`src/rtl/swu_seq_pkg.sv`:
```
// Shared definitions for the sliding-window frame sequencer: state encoding
// and the beat-count derivations used to size the frame counters.
package swu_seq_pkg;

  typedef enum logic [1:0] {
    ST_IDLE  = 2'd0,
    ST_RUN   = 2'd1,
    ST_FLUSH = 2'd2
  } seq_state_e;

  function automatic int calc_in_beats(input int ifm_h, input int ifm_w,
                                       input int ifm_ch, input int simd);
    return (ifm_h * ifm_w * ifm_ch) / simd;
  endfunction

  function automatic int calc_out_beats(input int ofm_h, input int ofm_w,
                                        input int k_h, input int k_w,
                                        input int ifm_ch, input int simd);
    return (ofm_h * ofm_w * k_h * k_w * ifm_ch) / simd;
  endfunction

endpackage

```
`src/rtl/swu_frame_sequencer.sv`:
```
// Frame sequencer placed in front of a sliding-window unit: gates its streams
// per frame, counts beats, and resets the window unit between frames.
//
// state    | meaning
// ---------+------------------------------------------------------------
// ST_IDLE  | no frame in progress, streams gated off, waiting for enable
// ST_RUN   | frame active, streams passed through, beats counted
// ST_FLUSH | window unit held in reset for RST_CYCLES cycles
module swu_frame_sequencer
  import swu_seq_pkg::*;
#(
  parameter int SIMD          = 1,
  parameter int IP_PRECISION  = 4,
  parameter int MMV           = 1,
  parameter int IFMChannels   = 2,
  parameter int IFMWidth      = 5,
  parameter int IFMHeight     = 5,
  parameter int OFMWidth      = 3,
  parameter int OFMHeight     = 5,
  parameter int KERNEL_WIDTH  = 3,
  parameter int KERNEL_HEIGHT = 3,
  parameter int RST_CYCLES    = 4
) (
  input  logic                              clk,
  input  logic                              resetn,
  input  logic                              enable,
  input  logic                              abort,
  input  logic [SIMD*IP_PRECISION-1:0]      ip_data,
  input  logic                              ip_axis_tvalid,
  output logic                              ip_axis_tready,
  output logic [SIMD*IP_PRECISION-1:0]      swu_ip_data,
  output logic                              swu_ip_axis_tvalid,
  input  logic                              swu_ip_axis_tready,
  input  logic [MMV*SIMD*IP_PRECISION-1:0]  swu_op_data,
  input  logic                              swu_op_axis_tvalid,
  output logic                              swu_op_axis_tready,
  output logic [MMV*SIMD*IP_PRECISION-1:0]  op_data,
  output logic                              op_axis_tvalid,
  input  logic                              op_axis_tready,
  output logic                              swu_resetn,
  output logic                              busy,
  output logic                              frame_done,
  output logic [15:0]                       frames_completed,
  output logic                              aborted
);

  localparam int IN_BEATS  = calc_in_beats(IFMHeight, IFMWidth, IFMChannels, SIMD);
  localparam int OUT_BEATS = calc_out_beats(OFMHeight, OFMWidth, KERNEL_HEIGHT,
                                            KERNEL_WIDTH, IFMChannels, SIMD);
  localparam int IW = $clog2(IN_BEATS + 1);
  localparam int OW = $clog2(OUT_BEATS + 1);
  localparam int FW = (RST_CYCLES > 1) ? $clog2(RST_CYCLES) : 1;

  localparam logic [IW-1:0] IN_LIMIT   = IW'(IN_BEATS);
  localparam logic [OW-1:0] OUT_LAST   = OW'(OUT_BEATS - 1);
  localparam logic [FW-1:0] FLUSH_LAST = FW'(RST_CYCLES - 1);

  seq_state_e      state_q, state_d;
  logic [IW-1:0]   in_cnt_q, in_cnt_d;
  logic [OW-1:0]   out_cnt_q, out_cnt_d;
  logic [FW-1:0]   flush_cnt_q, flush_cnt_d;
  logic            frame_done_q, frame_done_d;
  logic [15:0]     frames_q, frames_d;
  logic            aborted_q, aborted_d;
  logic            swu_resetn_q, swu_resetn_d;

  logic            run;
  logic            in_open;
  logic            in_hs;
  logic            out_hs;
  logic            final_hs;

  assign swu_ip_data = ip_data;
  assign op_data     = swu_op_data;

  always_comb begin
    run     = (state_q == ST_RUN);
    in_open = (in_cnt_q < IN_LIMIT);

    swu_ip_axis_tvalid = run & ip_axis_tvalid & in_open;
    ip_axis_tready     = run & swu_ip_axis_tready & in_open;
    op_axis_tvalid     = run & swu_op_axis_tvalid;
    swu_op_axis_tready = run & op_axis_tready;

    in_hs    = ip_axis_tvalid & ip_axis_tready;
    out_hs   = op_axis_tvalid & op_axis_tready;
    final_hs = out_hs & (out_cnt_q == OUT_LAST);
  end

  always_comb begin
    state_d      = state_q;
    in_cnt_d     = in_cnt_q;
    out_cnt_d    = out_cnt_q;
    flush_cnt_d  = flush_cnt_q;
    frame_done_d = 1'b0;
    frames_d     = frames_q;
    aborted_d    = aborted_q;

    case (state_q)
      ST_IDLE: begin
        if (enable) begin
          state_d   = ST_RUN;
          aborted_d = 1'b0;
        end
      end
      ST_RUN: begin
        if (in_hs)  in_cnt_d  = in_cnt_q + IW'(1);
        if (out_hs) out_cnt_d = out_cnt_q + OW'(1);
        // A final handshake wins over a coincident abort.
        if (final_hs) begin
          frame_done_d = 1'b1;
          frames_d     = frames_q + 16'd1;
          state_d      = ST_FLUSH;
        end else if (abort) begin
          aborted_d = 1'b1;
          state_d   = ST_FLUSH;
        end
        if (state_d == ST_FLUSH) begin
          in_cnt_d    = '0;
          out_cnt_d   = '0;
          flush_cnt_d = '0;
        end
      end
      ST_FLUSH: begin
        in_cnt_d  = '0;
        out_cnt_d = '0;
        if (flush_cnt_q == FLUSH_LAST) begin
          flush_cnt_d = '0;
          state_d     = enable ? ST_RUN : ST_IDLE;
        end else begin
          flush_cnt_d = flush_cnt_q + FW'(1);
        end
      end
      default: begin
        state_d     = ST_FLUSH;
        flush_cnt_d = '0;
      end
    endcase

    swu_resetn_d = (state_d != ST_FLUSH);
  end

  always_ff @(posedge clk or negedge resetn) begin
    if (!resetn) begin
      state_q      <= ST_FLUSH;
      in_cnt_q     <= '0;
      out_cnt_q    <= '0;
      flush_cnt_q  <= '0;
      frame_done_q <= 1'b0;
      frames_q     <= '0;
      aborted_q    <= 1'b0;
      swu_resetn_q <= 1'b0;
    end else begin
      state_q      <= state_d;
      in_cnt_q     <= in_cnt_d;
      out_cnt_q    <= out_cnt_d;
      flush_cnt_q  <= flush_cnt_d;
      frame_done_q <= frame_done_d;
      frames_q     <= frames_d;
      aborted_q    <= aborted_d;
      swu_resetn_q <= swu_resetn_d;
    end
  end

  assign swu_resetn       = swu_resetn_q;
  assign busy             = (state_q != ST_IDLE);
  assign frame_done       = frame_done_q;
  assign frames_completed = frames_q;
  assign aborted          = aborted_q;

endmodule

```
`config.mk`:
```
export PLATFORM = sky130hd
export DESIGN_NAME = swu_frame_sequencer
export DESIGN_NICKNAME = d
export VERILOG_FILES = /design/src/rtl/swu_seq_pkg.sv /design/src/rtl/swu_frame_sequencer.sv
export SDC_FILE = /design/constraint.sdc
export NUM_CORES = 1
export LEC_CHECK = 0
export ABC_AREA = 0
export CORE_MARGIN = 5
export CORE_UTILIZATION = 45
export CTS_BUF_LIST = sky130_fd_sc_hd__clkbuf_2
export CTS_CLUSTER_SIZE = 28
export DETAILED_ROUTE_END_ITERATION = 10
export DONT_BUFFER_PORTS = 1
export SLEW_MARGIN = 30
export SYNTH_ARGS = -nofsm -noshare
export SYNTH_HDL_FRONTEND = slang
export SYNTH_SLANG_ARGS = --single-unit
export TNS_END_PERCENT = 10
```
`constraint.sdc`:
```
create_clock -name clk -period 2.45 [get_ports clk]
set_input_delay 0.245 -clock clk [delete_from_list [all_inputs] [get_ports clk]]
set_output_delay 0.245 -clock clk [all_outputs]
set_load 0.01 [all_outputs]
```
# Word-level counts from Yosys, hierarchy flattened

Index checks and enable logic that the tools add are counted.

Register bits: 38
Input bits: 16
Output and inout port bits: 32
Word-level logic and storage cells: 66

$add $sub $neg: 4
Magnitude comparators: 1
Equality and inequality tests: 12
Multiplexer cells: 22
Bitwise gates (word level): 10
Reductions and logical operators: 9

Operators by type and width:

| kind                    | number |
|---|---|
| $mux W9                 | 2 |
| $pmux W9 S2             | 1 |
| $add A16 B1 Y16 const B | 1 |
| $mux W2                 | 7 |
| $mux W6                 | 2 |
| $pmux W2 S3             | 2 |
| $pmux W6 S2             | 1 |
| $add A9 B1 Y9 const B   | 1 |
| $and A1 B1 Y1           | 9 |
| $eq A9 B9 Y1 const B    | 1 |
| $ne A2 B2 Y1 const B    | 4 |
| $reduce_and A2 Y1       | 4 |
| $add A6 B1 Y6 const B   | 1 |
| $eq A2 B2 Y1 const B    | 3 |
| $lt A6 B6 Y1 const B    | 1 |
| $mux W1                 | 6 |
| $ne A3 B1 Y1 const B    | 2 |
| $reduce_bool A2 Y1      | 3 |
| $reduce_and A4 Y1       | 1 |
| $add A2 B1 Y2 const B   | 1 |
| $eq A2 B1 Y1 const B    | 1 |
| $logic_not A2 Y1        | 1 |
| $ne A2 B1 Y1 const B    | 1 |
| $pmux W1 S2             | 1 |
| $not A1 Y1              | 1 |

# Logic depth before layout (Yosys ltp)

Depth in word-level cells: 9
Depth in mapped cells: 9
Gate-level depth less buffers: 7

# Worst setup path before layout

Ideal clock, no wire load.

Path kind: register -> register
Start: register state_q[1]
End: register in_cnt_q[5]
Library setup time: 0.104 ns
Arrival: 2.161 ns
Required time: 2.346 ns
Setup slack: 0.185 ns
Stages on the path, launching flop included: 9
Path buffers: 1
Clock period less this slack: 2.265 ns
Cell sequence: dfstp_2 > inv_1 > ha_1 > and2_1 > nor4b_4 > buf_6 > or2_2 > or2_1 > o41ai_2

Longest elaborated chain between the ends: 9
Elaborated cells on any way between the ends: 17
Classes of those cells: eq/ne: 4; mux: 5; bitwise: 6; reduce/logical: 2

Ends and longest elaborated chain:

| what                                             | RTL line                                             | RTL |
|---|---|---|
| start: declaration                               | swu_frame_sequencer.sv:58                            | `seq_state_e state_q, state_d;` |
| start signal: assignment                         | swu_frame_sequencer.sv:154                           | `state_q <= state_d;` |
| $eq A2 B1 Y1                                     | swu_frame_sequencer.sv:77, swu_frame_sequencer.sv:99 |  |
| $and A1 B1 Y1                                    | swu_frame_sequencer.sv:82                            | `op_axis_tvalid = run & swu_op_axis_tvalid;` |
| $and A1 B1 Y1                                    | swu_frame_sequencer.sv:86                            | `out_hs = op_axis_tvalid & op_axis_tready;` |
| $and A1 B1 Y1                                    | swu_frame_sequencer.sv:87                            | `final_hs = out_hs & (out_cnt_q == OUT_LAST);` |
| $mux W2                                          | swu_frame_sequencer.sv:110                           | `if (final_hs) begin` |
| $mux W2                                          | swu_frame_sequencer.sv:99                            | `case (state_q)` |
| $eq A2 B2 Y1                                     | swu_frame_sequencer.sv:118                           | `if (state_d == ST_FLUSH) begin` |
| $mux W6 or $ne A3 B1 Y1 (tied branches)          | --                                                   |  |
| $pmux W6 S2 or $reduce_and A2 Y1 (tied branches) | --                                                   |  |
| end signal: assignment                           | swu_frame_sequencer.sv:155                           | `in_cnt_q <= in_cnt_d;` |
| end: declaration                                 | swu_frame_sequencer.sv:59                            | `logic [IW-1:0] in_cnt_q, in_cnt_d;` |

Several ways; a longest one is shown, not always the timed one. The select of a mux whose other input is x is not followed.
A chain may end at the register's enable or synchronous reset.

# Worst setup path in the final report

Start: register out_cnt_q[4]
End: register flush_cnt_q[0]

Longest elaborated chain between the ends: 7

Ends and longest elaborated chain:

| what                               | RTL line                   | RTL |
|---|---|---|
| start: declaration                 | swu_frame_sequencer.sv:60  | `logic [OW-1:0] out_cnt_q, out_cnt_d;` |
| start signal: assignment           | swu_frame_sequencer.sv:156 | `out_cnt_q <= out_cnt_d;` |
| $eq A9 B9 Y1                       | swu_frame_sequencer.sv:87  |  |
| $and A1 B1 Y1                      | swu_frame_sequencer.sv:87  |  |
| $mux W2                            | swu_frame_sequencer.sv:110 |  |
| $mux W2                            | swu_frame_sequencer.sv:99  |  |
| $eq A2 B2 Y1                       | swu_frame_sequencer.sv:118 |  |
| $ne A2 B1 Y1 (no source line)      | --                         |  |
| $reduce_and A2 Y1 (no source line) | --                         |  |
| end signal: assignment             | swu_frame_sequencer.sv:157 | `flush_cnt_q <= flush_cnt_d;` |
| end: declaration                   | swu_frame_sequencer.sv:61  | `logic [FW-1:0] flush_cnt_q, flush_cnt_d;` |

Every way passes these cells. The select of a mux whose other input is x is not followed.

==> qor.yml <==
status: "complete, no violations"
initialDrtViolationCount: 40
antenna_cells: 0
final_nets: 235
start_util: 0.472
ir_worst_vdd_v: 0.000403
die_y_um: 78.0
dieWidth_um: 78.0
p_leak_nw: 1.00
seq_area_frac_synth: 0.457
design.die.area_um2: 6090
cpPeakStageDelay_ns: 0.45
ys_types: 41
synth_edf_count: 0
clock_skew_ns: 0.0149
ctsRootBufferMaster: "clkbuf_2"
route.vias.total: 1508
reg2reg_slack_ns: 0.14
rsz0062_at_grt: "no"
numCtsBuffers: 5
core_area_um2: 4410
grt_max_degree: 39
place_congestion: 0.799
grt_pass1_vias: 1533
drc_errors: 0
crit_arrival_ns: 2.61
antenna_found_initial: 0
grt_usage: 0.146
crit_required_ns: 2.75
n_fill_cell: 406
crit_chain: "or3b_4 > nor4b_4 > buf_4 > inv_1 > a31oi_1 > mux2_2"
path_delay_family: "simple AND/OR/NAND/NOR gates"
yosys_register_bits: 38
hold_path_class: "in -> reg"
syn_avg_cell_area_um2: 10.0
fin_tns_setup_ns: 0
total_power_mw: 1.81
ys_async_sr_fraction: 1.00
min_to: "aborted$_DFFE_PN0P_"
drt_pass1_iterations: 4
drt_wl_total_mm: 4.31
layout-drive-gt1-share: 0.123
cpMaxStageDelayCell: "dfrtp_1"
synth.cell_area_um2: 2080
fmax_mhz: 433
cts_tree: "built"
endpoint_kind: "flip-flop"
vias_per_cell: 5.73
crit_type: "reg -> reg"
synth_cells: 208
fin_crit_sh: 0.942
wl_per_cell_um: 16.4
grt_pass1_wl_mm: 7.31
whs_path_depth: 3
port-buffer-count: 0
crit_fanout: 9
finalHoldViolCount: 0
htree_levels: 2
timing.max_slew.rel_slack: 0.633
hold_start: "enable"
areaGrowthSynthToFinish_pct: 6.01
clk_path_buf_depth: 2
cp-start-kind: "flip-flop"
ant_nets: 0
setup_viol: 0
post_cts_buffers: 0
clock_sinks: 38
clk_latency_ns: 0.38
power.density_nw_per_um2: 819
tightest_slew_ns: 0.547
finalCriticalPeriod_ns: 2.31
syn-num-nets: 233
ioPinCount: 48
drv_cap: 0
ff2ff_path_depth: 6
crit_buf_inv: 2
clk_pin_slew_worst_paths_ns: 0.20
reg2reg_to: "flush_cnt_q[0]$_DFFE_PN0P_"
grt_overflow: 0
synth_warnings: 0
slew_viol_final: 0
regToRegStartpoint: "out_cnt_q[4]$_DFFE_PN0P_"
post-dp-hpwl_mm: 3.13
row_count: 24
ys.flop_type: "dfrtp_1"
worst max path at each step:
stage,from,slack (ns),end,depth (start not counted)
global placement,out_cnt_q[4]$_DFFE_PN0P_,0.20,frames_completed[9]$_DFFE_PN0P_,6
finish,out_cnt_q[4]$_DFFE_PN0P_,0.14,flush_cnt_q[0]$_DFFE_PN0P_,6
global route,out_cnt_q[4]$_DFFE_PN0P_,0.003,flush_cnt_q[0]$_DFFE_PN0P_,6
CTS,out_cnt_q[4]$_DFFE_PN0P_,0.12,flush_cnt_q[0]$_DFFE_PN0P_,6
detailed placement,out_cnt_q[4]$_DFFE_PN0P_,0.13,flush_cnt_q[0]$_DFFE_PN0P_,6
floorplan,state_q[1]$_DFF_PN1_,0.19,in_cnt_q[5]$_DFFE_PN0P_,8
per-layer routing:
| metal | GRT usage | routed length [um] |
|---|---|---|
| met5 | 0 | 0 |
| met4 | 0.0473 | 65 |
| met1 | 0.181 | 1900 |
| met3 | 0.0423 | 299 |
| met2 | 0.245 | 2050 |
area by class of cell:
class | count | area [um^2] | area share
Clock inverter | 3 | 40.0 | 0.0181
Timing Repair Buffer | 10 | 95.1 | 0.0431
Multi-Input combinational cell | 148 | 1000 | 0.455
Inverter | 7 | 26.3 | 0.0119
Tap cell | 52 | 65.1 | 0.0295
Clock buffer | 5 | 25.0 | 0.0113
Sequential cell | 38 | 952 | 0.431
layout by cell type, fill, tap and decap left out, drive strengths merged:
| cell type | synthesis | routed |
|---|---|---|
| a22o | 2 | 2 |
| o311ai | 1 | 1 |
| a21o | 2 | 2 |
| nand4bb | 1 | 1 |
| nor4b | 1 | 1 |
| buf | 12 | 7 |
| xnor2 | 13 | 13 |
| clkinv | 0 | 2 |
| o21ai | 18 | 18 |
| and2 | 4 | 4 |
| a31oi | 3 | 3 |
| dfstp | 1 | 1 |
| nor2b | 4 | 4 |
| nor3b | 1 | 1 |
| o31ai | 8 | 8 |
| dlygate4sd3 | 0 | 3 |
| nor3 | 6 | 6 |
| bufinv | 0 | 1 |
| nand4 | 4 | 4 |
| mux2i | 1 | 1 |
| nand2b | 4 | 4 |
| and4 | 6 | 6 |
| nand3 | 11 | 11 |
| mux2 | 2 | 2 |
| inv | 7 | 7 |
| nand3b | 1 | 1 |
| a311oi | 2 | 2 |
| dfrtp | 37 | 37 |
| clkbuf | 3 | 5 |
| nor2 | 10 | 10 |
| ha | 9 | 9 |
| xor2 | 2 | 2 |
| o41ai | 2 | 2 |
| or2 | 2 | 2 |
| and3 | 5 | 5 |
| or3b | 1 | 1 |
| nand2 | 20 | 20 |
| a21oi | 2 | 2 |
flip-flops by register name, indices dropped and copies added (netlist names):
signal / count
aborted: 1
state_q: 2
flush_cnt_q: 2
frame_done: 1
in_cnt_q: 6
frames_completed: 16
out_cnt_q: 9
swu_resetn: 1
timing repair:
action | 4_1_cts | 5_1_grt
hold endpoints to repair | 40 | 1
resized for setup | 0 | 1
endpoints found under the setup margin | 0 | 1
hold buffers | 3 | 1
tightest hold or removal path, cell delays in order:
cell,delay (ns)
nand2_1,0.04
a21oi_1,0.06
nor2_1,0.08
report_power, final:
part	switching, mW	leakage, nW	internal, mW
logic	0.388	0.441	0.263
registers	0.0721	0.519	0.699
clock network	0.217	0.0427	0.170
total	0.677	1.00	1.13
logic make-up after synthesis:
kind of cell | Yosys count | synth area share
buffers and inverters | 22 | 0.0607
xor gates and xnor gates | 15 | 0.0631
adders and majority gates | 9 | 0.0541
and+or+nand+nor | 81 | 0.219
AOI/OAI and AO/OA | 40 | 0.130
muxes | 3 | 0.0156
DFF | 38 | 0.457
cells in the mapped netlist (all sizes together) (3+ instances only):
library cell | number | area (um^2)
o31ai | 8 | 65.1
o21ai | 18 | 90.1
nor2b | 4 | 25.0
dfrtp | 37 | 926
and2 | 4 | 25.0
nand4 | 4 | 25.0
and3 | 5 | 32.5
clkbuf | 3 | 11.3
nand3 | 11 | 55.1
and4 | 6 | 52.6
nand2b | 4 | 25.0
buf | 12 | 88.8
a31oi | 3 | 18.8
xnor2 | 13 | 114
nand2 | 20 | 75.1
ha | 9 | 113
nor2 | 10 | 37.5
inv | 7 | 26.3
nor3 | 6 | 30.0
metrics by stage:
step                      area [um^2]  cells  hold WS [ns]  utilization  setup WS [ns]
final                            2210    263        0.0820        0.500          0.143
after CTS                        2200    262        0.0123        0.498          0.120
after global placement           2090    251       -0.0495        0.474          0.197
after detailed placement         2090    251       -0.0494        0.474          0.133
after global routing             2210    263        0.0556        0.500        0.00293
after floorplan                  2080    208       -0.0506            -          0.185
No activity file was read; power rests on OpenSTA's default activity.
